## src/rtl/rti_unwind_sequencer.sv

```systemverilog
// rtl/rti_unwind_sequencer.sv - stack unwind sequencer for RTI/RET
// Pops saved flags and PC back off the stack, freezing the pipeline until the redirect strobe.
module rti_unwind_sequencer #(
    parameter int DATA_W   = 16,
    parameter int FLAG_W   = 3,
    parameter int READ_LAT = 1
) (
    input  logic              clk,
    input  logic              rst,
    input  logic              rti_req,
    input  logic              ret_req,
    input  logic              mem_ready,
    input  logic [DATA_W-1:0] mem_rdata,
    output logic              mem_pop,
    output logic              mem_read,
    output logic              stall,
    output logic              busy,
    output logic              pc_load,
    output logic [DATA_W-1:0] pc_out,
    output logic              flags_load,
    output logic [FLAG_W-1:0] flags_out,
    output logic              flag_err
);

    localparam int CNT_W = 2;
    localparam logic [CNT_W-1:0] LAT_RELOAD = CNT_W'(READ_LAT - 1);

    typedef enum logic [2:0] {
        IDLE,
        POP_FLAGS,
        WAIT_FLAGS,
        POP_PC,
        WAIT_PC,
        REDIRECT
    } state_t;

    state_t           state;
    logic [CNT_W-1:0] latCnt;
    logic             modeRti;
    logic             memPopQ;
    logic             busyQ;
    logic             pcLoadQ;
    logic             flagsLoadQ;

    // Outputs are registered alongside the transition into the state that owns them.
    always_ff @(posedge clk or posedge rst) begin
        if (rst) begin
            state      <= IDLE;
            latCnt     <= '0;
            modeRti    <= 1'b0;
            memPopQ    <= 1'b0;
            busyQ      <= 1'b0;
            pcLoadQ    <= 1'b0;
            flagsLoadQ <= 1'b0;
            pc_out     <= '0;
            flags_out  <= '0;
            flag_err   <= 1'b0;
        end else begin
            pcLoadQ    <= 1'b0;
            flagsLoadQ <= 1'b0;
            case (state)
                IDLE: begin
                    if (rti_req) begin
                        state   <= POP_FLAGS;
                        modeRti <= 1'b1;
                        memPopQ <= 1'b1;
                        busyQ   <= 1'b1;
                    end else if (ret_req) begin
                        state   <= POP_PC;
                        modeRti <= 1'b0;
                        memPopQ <= 1'b1;
                        busyQ   <= 1'b1;
                    end
                end
                POP_FLAGS: begin
                    if (mem_ready) begin
                        state   <= WAIT_FLAGS;
                        latCnt  <= LAT_RELOAD;
                        memPopQ <= 1'b0;
                    end
                end
                WAIT_FLAGS: begin
                    if (latCnt == '0) begin
                        flags_out <= mem_rdata[FLAG_W-1:0];
                        flag_err  <= flag_err | (|mem_rdata[DATA_W-1:FLAG_W]);
                        state     <= POP_PC;
                        memPopQ   <= 1'b1;
                    end else begin
                        latCnt <= latCnt - 1'b1;
                    end
                end
                POP_PC: begin
                    if (mem_ready) begin
                        state   <= WAIT_PC;
                        latCnt  <= LAT_RELOAD;
                        memPopQ <= 1'b0;
                    end
                end
                WAIT_PC: begin
                    if (latCnt == '0) begin
                        pc_out     <= mem_rdata;
                        state      <= REDIRECT;
                        pcLoadQ    <= 1'b1;
                        flagsLoadQ <= modeRti;
                    end else begin
                        latCnt <= latCnt - 1'b1;
                    end
                end
                REDIRECT: begin
                    state <= IDLE;
                    busyQ <= 1'b0;
                end
                default: begin
                    state   <= IDLE;
                    memPopQ <= 1'b0;
                    busyQ   <= 1'b0;
                end
            endcase
        end
    end

    assign mem_pop    = memPopQ;
    assign mem_read   = memPopQ;
    assign busy       = busyQ;
    assign pc_load    = pcLoadQ;
    assign flags_load = flagsLoadQ;
    // Request-cycle freeze must not leak out while reset is asserted.
    assign stall      = busyQ | ((rti_req | ret_req) & ~rst);

endmodule

```

## config.mk

```make
export PLATFORM = sky130hd
export DESIGN_NAME = rti_unwind_sequencer
export DESIGN_NICKNAME = d
export VERILOG_FILES = /design/src/rtl/rti_unwind_sequencer.sv
export SDC_FILE = /design/constraint.sdc
export NUM_CORES = 1
export LEC_CHECK = 0
export BUFFER_PORTS_ARGS = -buffer_cell sky130_fd_sc_hd__buf_2
export CORE_MARGIN = 5
export CORE_UTILIZATION = 37
export DETAILED_ROUTE_END_ITERATION = 10
export GPL_ROUTABILITY_DRIVEN = 0
export PLACE_DENSITY = 0.68
export SKIP_LAST_GASP = 1
export SLEW_MARGIN = 0
export SYNTH_ARGS = -nofsm -noshare
export SYNTH_HDL_FRONTEND = slang
export SYNTH_SLANG_ARGS = --single-unit
```

## constraint.sdc

```tcl
create_clock -name clk -period 2.2 [get_ports clk]
set_clock_uncertainty 0.05 [all_clocks]
set_input_delay 0.55 -clock clk [delete_from_list [all_inputs] [get_ports clk]]
set_output_delay 0.55 -clock clk [all_outputs]
set_load 0.005 [all_outputs]
```

==> results of run 1 <==
per-stage QoR:
step / total power, mW / instances / cell area [sq um] / utilization (%)
final: 2.10 / 199 / 1650 / 48.6
after global routing: 2.26 / 199 / 1650 / 48.6
after floorplan: 1.47 / 103 / 1320 / -
after CTS: 2.13 / 199 / 1650 / 48.6
after detailed placement: 1.79 / 191 / 1590 / 46.8
after global placement: 1.73 / 191 / 1590 / 46.8
sequential cells by signal, summed over array words and instances (netlist names):
name        cells
flags_out       3
pc_load         1
modeRti         1
busy            1
flags_load      1
pc_out         16
flag_err        1
latCnt          2
state           3
mem_pop         1
final timing paths:
kind | start | slack (ns) | end
worst max-delay path | rti_req | 0.31 | stall
worst min-delay path | rst | 0.29 | pc_out[11]$_DFFE_PP0P_
worst min register to register | flag_err$_DFFE_PP0P_ | 0.41 | flag_err$_DFFE_PP0P_
min in group clk | flag_err$_DFFE_PP0P_ | 0.41 | flag_err$_DFFE_PP0P_
worst max register to register | latCnt[0]$_DFFE_PP0P_ | 0.36 | pc_out[1]$_DFFE_PP0P_
max in group asynchronous | rst | 1.53 | flag_err$_DFFE_PP0P_
cell families after synthesis:
kind of cell | after synthesis | synth area share, %
simple gates | 27 | 12.6
compound gates | 14 | 7.57
buf+inv | 9 | 3.78
xor+xnor | 1 | 0.662
flops | 30 | 56.8
fa+ha+maj | 1 | 0.946
mux | 21 | 17.7
final cells by class:
| cell class | count | area (sq um) | area share (%) |
|---|---|---|---|
| clock buffers | 7 | 55.1 | 3.34 |
| flip-flops and latches | 30 | 751 | 45.6 |
| multi-input cells | 64 | 522 | 31.7 |
| clock inverters | 1 | 5.00 | 0.304 |
| well taps | 46 | 57.6 | 3.50 |
| repair buffers | 48 | 245 | 14.9 |
| inverters | 3 | 11.3 | 0.684 |
routing by layer:
metal,GRT usage (%),share of wire [%],vias up
met5,0,0,-
met4,4.68,2.0,0
met3,4.93,7.4,7
met2,21.2,51,40
met1,14.6,39,494
li1,-,-,466
critical path, cell delays in order:
cell    delay, ns
buf_2        0.11
or2_2        0.30
a21o_1       0.20
buf_2        0.12
report_power, final:
part           leakage, nW  switching [mW]  total, mW  internal (mW)
logic                0.403           0.357      0.814          0.457
registers            0.370           0.162      0.943          0.781
clock network       0.0353           0.187      0.342          0.155
cells in the final DEF (no fill, tap or decap), drive strengths merged, types with 2 or more instances in the layout:
cell / n
dfrtp: 30
nor4: 2
nor3: 2
or4b: 2
o31ai: 2
nand2b: 4
buf: 48
nand2: 5
mux2i: 2
nor2: 4
nor3b: 2
a21oi: 2
a211o: 2
mux2: 19
a21o: 2
clkbuf: 7
inv: 3
o21ai: 3
==> results.cfg, run 1 <==
[clock_tree]
clkTransAtPathRegs_ns = 0.10
htreeDepth = 2
cts.sinks = 30
postCtsSetupBuffers = 0
cts_max_path_buffers = 2
cts_tree = yes
cts_buffers = 5
post_cts_resized = 0
clock_latency_ns = 0.33
hold_buffers = 0
cts_root_buffer = clkbuf_4

[detailed_routing]
vias = 1007
totalWireLength_um = 2900
wire_per_inst_um = 14.6
ant_nets = 0
drt_iter0_markers = 26
dr.pass1.iters = 4
viasPerCell = 5.06
drc = 0

[die]
fp.dieW_um = 69.8
io_pins = 47
die_h_um = 69.8
core-area_sq_um = 3390
std_cell_rows = 21
start_util_pct = 39.0
die_area_sq_um = 4870

[logic_synthesis]
async_reset_ff_share_pct = 100
ys.flop_type = dfrtp_1
synthTopCellsByArea = dfrtp_1 57%, mux2_2 16%, nand2b_1 1.9%, mux2i_1 1.5%, or4b_1 1.5%
synth_top_area_share_pct = 56.8
avgSynthCellArea_sq_um = 12.8
synth_edf_count = 0
synth_fp_nets = 125
synthTopCellsByCount = 30 x dfrtp_1, 19 x mux2_2, 5 x nand2_1
synth_cell_types = 33
ys_warn_count = 0
synth.most_common_cell = dfrtp_1
synth_top_area_cell = dfrtp_1
yosysSeqAreaShare_pct = 56.8
synth_cells = 103
synth_area_sq_um = 1320
ys_seq_elements = 30

[cells_and_area]
nets = 174
area_growth_pct = 24.5
fillCellCount = 310
layout-drive-gt1-share_pct = 50.3
diodes = 0

[sta]
drv_slew = 0
finalSetupViolations = 0
fin_crit_sh_pct = 85.7
min_period_ns = 1.89
setup_slack_ns = 0.314
rsz0062_at_grt = false
relSlewSlack_pct = 67.1
max_clock_freq_mhz = 530
holdWs_ns = 0.291
tightest_slew_ns = 0.493
finalSetupTns_ns = 0
hold_viol_final = 0

[critical_path]
path_class = input pin to output pin
cp_max_fo = 4
endpoint_kind = output pin
required_ns = 1.60
rr_worst_depth = 4
worstSetupStartpointType = input pin
critical_path_arrival_ns = 1.29

[pwr]
vdd_drop_max_mv = 0.553
leakage_nw = 0.808
power.density_nw_per_um2 = 1280

[hold_path]
min_path_type = input pin to asynchronous set/reset pin

[grt]
grtUsageTotal_pct = 12.7
antenna_found_initial = 0
grt_pass1_wl_um = 5040
grt_overflow_total = 0
grt_pass1_vias = 1121
grt_max_degree = 31

[place]
hpwl_um = 2200
portBuffers = 46
pre_cts_slack_ns = 0.329

[job]
maxCapViolCount = 0

[run_status]
status = finished, final reports clean
(Power assumes the default switching activity.)
==> run 2: changes to the inputs <==
--- a/config.mk
+++ b/config.mk
@@ -6,11 +6,14 @@
 export NUM_CORES = 1
 export LEC_CHECK = 0
 export BUFFER_PORTS_ARGS = -buffer_cell sky130_fd_sc_hd__buf_2
+export CELL_PAD_IN_SITES_DETAIL_PLACEMENT = 0
+export CELL_PAD_IN_SITES_GLOBAL_PLACEMENT = 1
 export CORE_MARGIN = 5
 export CORE_UTILIZATION = 37
 export DETAILED_ROUTE_END_ITERATION = 10
 export GPL_ROUTABILITY_DRIVEN = 0
-export PLACE_DENSITY = 0.68
+export PLACE_DENSITY = 0.83
+export RECOVER_POWER = 50
 export SKIP_LAST_GASP = 1
 export SLEW_MARGIN = 0
 export SYNTH_ARGS = -nofsm -noshare
==> constraint.sdc (replaced) <==
create_clock -name clk -period 2.4 [get_ports clk]
set_clock_uncertainty 0.05 [all_clocks]
set_input_delay 0.6 -clock clk [delete_from_list [all_inputs] [get_ports clk]]
set_output_delay 0.6 -clock clk [all_outputs]
set_load 0.005 [all_outputs]
==> run 2 against run 1 <==
Net effect:
- register-to-register slack improved by 0.24 ns
- worst setup slack improved by 0.12 ns
- sequential power fell by 6.2%
- sequential share of layout area rose by 0.35 points
- count of clock-buffer cells in the layout did not move
- cell count fell by 0.50%
- first-iteration DRC count rose by 77%
- total power fell by 10%
- critical path depth did not move
- flip-flop and latch count did not move
- via count fell by 2.3%
- critical path type unchanged
- largest cell class unchanged
==> results.cfg, run 2 (synthesis results as in run 1) <==
[clock_tree]
cts.sinks = 30
htreeDepth = 2
cts_tree = yes
cts_buffers = 5
cts_root_buffer = clkbuf_4
post_cts_resized = 0
cts_max_path_buffers = 2
hold_buffers = 0
clkTransAtPathRegs_ns = 0.09
clock_latency_ns = 0.32
postCtsSetupBuffers = 0

[critical_path]
rr_worst_depth = 4
cp_max_fo = 4
crit_buf_inv = 2
reg2reg_setup_slack_ns = 0.60
crit_family = simple AND/OR/NAND/NOR gates
worstSetupStartpointType = input pin
cp_common_cell = buf_2
critical_path_arrival_ns = 1.32
crit_slowest_cell = or2_2
path_class = input pin to output pin
path_cells = buf_2 -> or2_2 -> a21o_1 -> buf_2
required_ns = 1.75
max_stage_delay_ns = 0.30
reg2reg_from = latCnt[0]$_DFFE_PP0P_
endpoint_kind = output pin
r2r-end = pc_out[9]$_DFFE_PP0P_

[die]
std_cell_rows = 21
die_h_um = 69.8
core-area_sq_um = 3390
io_pins = 47
die_area_sq_um = 4870
fp.dieW_um = 69.8
start_util_pct = 39.0

[sta]
tightest_slew_ns = 0.478
relSlewSlack_pct = 68.1
rsz0062_at_grt = false
finalSetupViolations = 0
holdWs_ns = 0.339
max_clock_freq_mhz = 508
drv_slew = 0
hold_viol_final = 0
finalSetupTns_ns = 0
fin_crit_sh_pct = 82.0
min_period_ns = 1.97

[pwr]
leakage_nw = 0.789
vdd_drop_max_mv = 0.467
power.density_nw_per_um2 = 1150

[cells_and_area]
final-seq-area_sq_um = 751
design_area_sq_um = 1630
fillCellCount = 325
diodes = 0
nets = 173
utilization_pct = 48.2
reg.largest.list = pc_out: 16 flops, flags_out: 3 flops, state: 3 flops
layout_commonest_cell = buf_2
top_register = pc_out
layout_common_cells = 42 x buf_2, 30 x dfrtp_1, 19 x mux2_2
largest_reg_flops = 16
layout-drive-gt1-share_pct = 47.4
multi_input_area_sq_um = 522
area_growth_pct = 23.6

[grt]
grtUsageTotal_pct = 12.3
antenna_found_initial = 0
grt_pass1_wl_um = 4810
grt_pass1_vias = 1068
grt_overflow_total = 0
grt_max_degree = 31

[place]
portBuffers = 46
dpl-instance-area_sq_um = 1580
hpwl_um = 2030

[detailed_routing]
wire_per_inst_um = 13.6
drt_iter0_markers = 46
ant_nets = 0
dr.pass1.iters = 4
totalWireLength_um = 2700
drc = 0
viasPerCell = 4.97
vias = 984

[hold_path]
min_path_type = input pin to asynchronous set/reset pin

[run_status]
status = finished, final reports clean

[job]
maxCapViolCount = 0
[run 2: cell count changes in the layout (fill, tap and decap cells not counted)]
cell,before,now
buf_2,46,42
clkbuf_1,1,5
buf_4,2,1
[run 2: worst max path at each step]
stage | from | end | slack, ns | depth (start not counted)
2_1_floorplan | rst | stall | 0.30 | 2
3_3_place_gp | rti_req | stall | 0.43 | 4
3_5_place_dp | rti_req | stall | 0.44 | 4
4_1_cts | rti_req | stall | 0.43 | 4
5_1_grt | rti_req | stall | 0.40 | 4
6_report | rti_req | stall | 0.43 | 4
[run 2: cell type report]
class | instances | share of cell area, %
clock buffers | 7 | 3.37
clock inverters | 1 | 0.306
inverters | 3 | 0.689
repair buffers | 47 | 14.2
flip-flops and latches | 30 | 45.9
multi-input cells | 64 | 31.9
well taps | 46 | 3.52
[run 2: metal layers]
metal	GRT usage [%]	part of all wire (%)	up-vias
met3	6.09	8.7	7
met2	19.8	49	34
met5	0	0	-
met4	4.47	1.5	0
met1	13.9	41	481
li1	-	-	462
[run 2: power by group]
| part | total (mW) | switching (mW) | leakage (nW) | internal [mW] |
|---|---|---|---|---|
| combinational | 0.684 | 0.283 | 0.383 | 0.401 |
| clock | 0.310 | 0.168 | 0.0353 | 0.142 |
| sequential | 0.885 | 0.170 | 0.370 | 0.715 |
[run 2: tightest hold or removal path, delay by kind of cell]
kind	cells	cell delay, ns
buffers and inverters	3	0.54
[run 2: stage by stage]
| step | total power [mW] | setup WS, ns | std cells |
|---|---|---|---|
| after floorplan | 1.35 | 0.298 | 103 |
| after global placement | 1.57 | 0.434 | 190 |
| after detailed placement | 1.60 | 0.436 | 190 |
| after CTS | 1.92 | 0.431 | 198 |
| after global routing | 2.04 | 0.399 | 198 |
| final | 1.88 | 0.432 | 198 |
